--- src/rtl/lc2k_pkg.sv ---
// lc2k_pkg: shared LC2K word width, loader states and opcode constants.
package lc2k_pkg;
  localparam int WORD_W = 32;
  localparam logic [2:0] OP_HALT = 3'b110;
  typedef enum logic [2:0] {IDLE, LOAD, RUN, HALTED, ERROR} state_t;
endpackage

--- src/rtl/lc2k_byte_packer.sv ---
// lc2k_byte_packer: packs big-endian bytes into words, pulsing word_valid the cycle after the 4th byte.
module lc2k_byte_packer
  import lc2k_pkg::*;
(
  input  logic              clk,
  input  logic              rst,
  input  logic              clr,
  input  logic              take,
  input  logic [7:0]        data,
  output logic [WORD_W-1:0] word,
  output logic              word_valid
);
  logic [1:0] cnt;
  always_ff @(posedge clk) begin
    if (rst || clr) begin
      cnt        <= '0;
      word       <= '0;
      word_valid <= 1'b0;
    end else begin
      word_valid <= take && cnt == 2'd3;
      if (take) begin
        word <= {word[WORD_W-9:0], data};
        cnt  <= cnt + 2'd1;
      end
    end
  end
endmodule

--- src/rtl/lc2k_program_loader.sv ---
// lc2k_program_loader: loads a length-prefixed byte stream into LC2K memory, then runs the CPU until halt.
module lc2k_program_loader
  import lc2k_pkg::*;
#(
  parameter int MEM_DEPTH = 65536,
  parameter int ADDR_W    = 16
) (
  input  logic              clk,
  input  logic              reset,
  input  logic              byte_valid,
  input  logic [7:0]        byte_data,
  output logic              byte_ready,
  output logic              mem_we,
  output logic [ADDR_W-1:0] mem_addr,
  output logic [WORD_W-1:0] mem_wdata,
  output logic              cpu_reset,
  input  logic              CONTROL_HALT,
  input  logic              restart,
  output logic              halted,
  output logic              load_error
);
  state_t state, next;
  logic [WORD_W-1:0] word;
  logic word_valid, take, last, bad, clr;
  logic [ADDR_W:0] wcnt, len;
  assign take = byte_valid && byte_ready;
  assign clr = state == HALTED && restart;
  lc2k_byte_packer u_packer (
    .clk(clk),
    .rst(reset),
    .clr(clr),
    .take(take),
    .data(byte_data),
    .word(word),
    .word_valid(word_valid)
  );
  assign bad = word == '0 || word > WORD_W'(MEM_DEPTH);
  assign mem_we = word_valid && state == LOAD;
  assign last = mem_we && wcnt + (ADDR_W+1)'(1) == len;
  assign mem_addr = wcnt[ADDR_W-1:0];
  assign mem_wdata = mem_we ? word : '0;
  // ready drops in the final write cycle so nothing past the program is consumed
  assign byte_ready = state == IDLE || (state == LOAD && !last);
  assign cpu_reset = state != RUN;
  assign halted = state == HALTED;
  assign load_error = state == ERROR;
  always_comb begin
    next = state;
    if (state == IDLE && word_valid) next = bad ? ERROR : LOAD;
    if (state == LOAD && last) next = RUN;
    if (state == RUN && CONTROL_HALT) next = HALTED;
    if (clr) next = IDLE;
  end
  always_ff @(posedge clk) begin
    if (reset) begin
      state <= IDLE;
      wcnt  <= '0;
      len   <= '0;
    end else begin
      state <= next;
      wcnt  <= clr ? '0 : wcnt + (ADDR_W+1)'(mem_we);
      len   <= (state == IDLE && word_valid) ? word[ADDR_W:0] : len;
    end
  end
endmodule

--- config.mk ---
export PLATFORM = sky130hd
export DESIGN_NAME = lc2k_program_loader
export DESIGN_NICKNAME = d
export VERILOG_FILES = /design/src/rtl/lc2k_pkg.sv /design/src/rtl/lc2k_byte_packer.sv /design/src/rtl/lc2k_program_loader.sv
export SDC_FILE = /design/constraint.sdc
export NUM_CORES = 1
export LEC_CHECK = 0
export CAP_MARGIN = 10
export CORE_MARGIN = 3
export CORE_UTILIZATION = 45
export CTS_CLUSTER_SIZE = 40
export DETAILED_ROUTE_END_ITERATION = 6
export GPL_TIMING_DRIVEN = 0
export PLACE_DENSITY = 0.7
export SYNTH_ARGS = -nofsm -noshare
export SYNTH_HDL_FRONTEND = slang
export SYNTH_SLANG_ARGS = --single-unit
--- constraint.sdc ---
create_clock -name clk -period 3.25 [get_ports clk]
set_input_delay 0.4875 -clock clk [delete_from_list [all_inputs] [get_ports clk]]
set_output_delay 0.4875 -clock clk [all_outputs]
set_load 0.02 [all_outputs]
==> out/results.ini <==
[die]
coreArea_um2=7890
initial_core_util=0.474
die_area_um2=9430
fp.dieH_um=97.1
rows=32
dieWidth_um=97.1
ios=66

[routing]
drc=0
wirelength_um=9270
drtIter0Drc=143
detail_route.wl_per_cell_um=14.9
first_pass_iters=4
vias_per_cell=5.18
ant_nets=0
via_count=3217

[sta]
slew_violations=0
rsz0062_at_grt=false
fin_crit_sh=0.960
worstMarginPinSlew_ns=0.569
hold_violations=0
fin_crit_ns=3.12
setup_tns_ns=0
maxSlewHeadroom=0.621
fmax_ghz=0.321
setup_violations=0
finClkSkew_ns=0.0104

[run_status]
outcome=completed

[clocking]
cts_made_buffers=9
clk_latency_ns=0.34
cts.path.max_buffers=2
clk_pin_slew_ns=0.08
cts.sinks=72
root_buffer=clkbuf_8
cts_tree=yes
hold_buffers=0
htree_levels=3

[final_layout]
diodes=0
drive_gt1_frac=0.112
multi_input_area_um2=2060
regArea_um2=1440
fillers=714
nNetsFinal=532
area_growth_syn_to_layout_pct=26.6

[yosys]
ys_seq_area_frac=0.386
synthesis.area_um2=3740
synth_warnings=0
syn-num-nets=458
synthCells=441
ys_types=46
synth_enable_flop_cells=0
synth_seq_cells=72
synth-async-reset-ratio=0
dominantRegCellSynth=dfxtp_1
synth_area_per_cell_um2=8.47

[worst_setup_path]
arrival_ns=2.63
crit_path_start_kind=register
worstReg2RegStart=state[1]$_SDFFE_PP0P_
critPathCaptureType=primary output
worstSetupPathType=register to primary output
crit_start=wcnt[0]$_SDFF_PP0_
crit_fanout=6
cp_data_required_time_ns=2.76

[power]
switching_share=0.233
p_total_mw=1.73
internal_power_mw=1.33
p_switching_mw=0.403
power_leakage_nw=1.82
power.density_nw_per_um2=367
ir_drop_v=0.000238
pwr-share-clk=0.420
pwr-share-seq=0.526
pwr-share-comb=0.054

[place]
gp_congestion=0.873
hpwl_um=7040
io_buffers=64

[global_routing]
grtUsageTotal=0.200
antenna_found_initial=0
grt_pass1_vias=3177
grt_max_degree=13
grt_pass1_wl_um=15400
globalRouteOverflowTotal=0

[min_path]
holdCritStartpoint=len[6]$_SDFFE_PP0P_
hold_class=register to register

[run]
drv_cap=0

-- kinds of logic after synthesis --
logic type,synth area share
simple gates,0.278
flops,0.386
compound gates,0.0847
buf+inv,0.0683
xor+xnor,0.0817
mux,0.0884
fa+ha+maj,0.0134
-- cell usage in the layout (no fill, tap or decap), drive strengths merged, types with 2 or more instances in the layout --
cell type      count
a211oi             2
a21o               2
a21oi             27
and2              35
and3               4
buf               24
clkbuf            27
clkdlybuf4s50     63
clkinvlp           2
dfxtp             72
ha                 4
inv                3
mux2i             33
nand2             88
nand3              8
nand4              8
nor2              25
nor3               7
nor4              15
o21a               3
o21ai              7
o22ai              2
or2                2
or3                5
or4                2
xnor2             22
xor2              12
-- critical path, cell delays in order (launching register included) --
cell and delay [ns]:
dfxtp_2 0.42, ha_2 0.25, nand4_1 0.17, or4_1 0.45
o211a_1 0.15, a211oi_2 0.17, o2111a_2 0.30, nor3_1 0.06
dlygate4sd2_1 0.32
-- power groups by stage --
| stage | combinational (mW) | clock, mW | sequential [mW] |
|---|---|---|---|
| 2_1_floorplan | 0.0616 | 0 | 0.926 |
| 3_3_place_gp | 0.0932 | 0 | 0.933 |
| 3_5_place_dp | 0.0946 | 0 | 0.932 |
| 4_1_cts | 0.0947 | 0.742 | 0.912 |
| 5_1_grt | 0.104 | 0.775 | 0.915 |
| 6_report | 0.0940 | 0.728 | 0.913 |
-- Yosys cell counts (2+ instances only) --
master,instances,area share
nand2_1,88,0.088
or3_1,5,0.0084
a21oi_1,27,0.036
buf_2,3,0.0040
nor4_2,2,0.0067
nor4_1,13,0.022
ha_1,4,0.013
a21o_1,2,0.0040
o22ai_1,2,0.0033
xnor2_1,21,0.049
nand4_2,2,0.0067
nor3_1,7,0.0094
or4_1,2,0.0040
or2_2,2,0.0033
buf_4,19,0.038
nand3_1,6,0.0080
and2_1,35,0.059
buf_6,2,0.0060
o21a_1,3,0.0060
dfxtp_1,72,0.39
xor2_1,12,0.028
nand4_1,6,0.010
and3_1,4,0.0067
o21ai_0,7,0.0094
nor2_1,24,0.024
inv_1,3,0.0030
mux2i_1,33,0.088
clkbuf_1,17,0.017
-- worst paths after layout --
| check | cells past startpoint | slack, ns | end |
|---|---|---|---|
| max | 8 | 0.13 | byte_ready |
| max reg2reg | 11 | 0.43 | wcnt[14]$_SDFF_PP0_ |
| min | 2 | 0.47 | len[6]$_SDFFE_PP0P_ |
| min reg2reg | 2 | 0.47 | len[6]$_SDFFE_PP0P_ |
-- area by class of cell --
| cell class | instances | share of cell area |
|---|---|---|
| well taps | 102 | 0.0270 |
| inverters | 3 | 0.00238 |
| clock inverters | 4 | 0.0114 |
| clock buffers | 11 | 0.0320 |
| flip-flops and latches | 72 | 0.305 |
| multi-input cells | 325 | 0.435 |
| plain buffers | 40 | 0.0513 |
| repair buffers | 64 | 0.135 |
-- repair_timing --
action,4_1_cts,5_1_grt
setup endpoints to repair,1,24
pin swaps,0,1
setup buffers,0,0
gates resized for setup,4,6
-- state kept, by name, indices dropped and copies added, names as in the netlist --
register	flops
len	17
state	3
u_packer.cnt	2
u_packer.word	32
u_packer.word_valid	1
wcnt	17
-- layer usage --
layer  track usage  part of all wire
met5             0                 0
met4        0.0756             0.025
met3        0.0510             0.046
met2         0.311              0.46
met1         0.268              0.47
-- per-stage QoR --
stage	instances	hold WS, ns	area, um^2	setup WS, ns	utilization
2_1_floorplan	441	0.438	3740	0.688	-
3_3_place_gp	607	0.459	4500	0.168	0.571
3_5_place_dp	607	0.464	4500	0.134	0.571
4_1_cts	622	0.475	4710	0.103	0.598
5_1_grt	621	0.482	4730	0.00768	0.599
6_report	621	0.474	4730	0.131	0.599
Power figures use the tool's default switching activity.
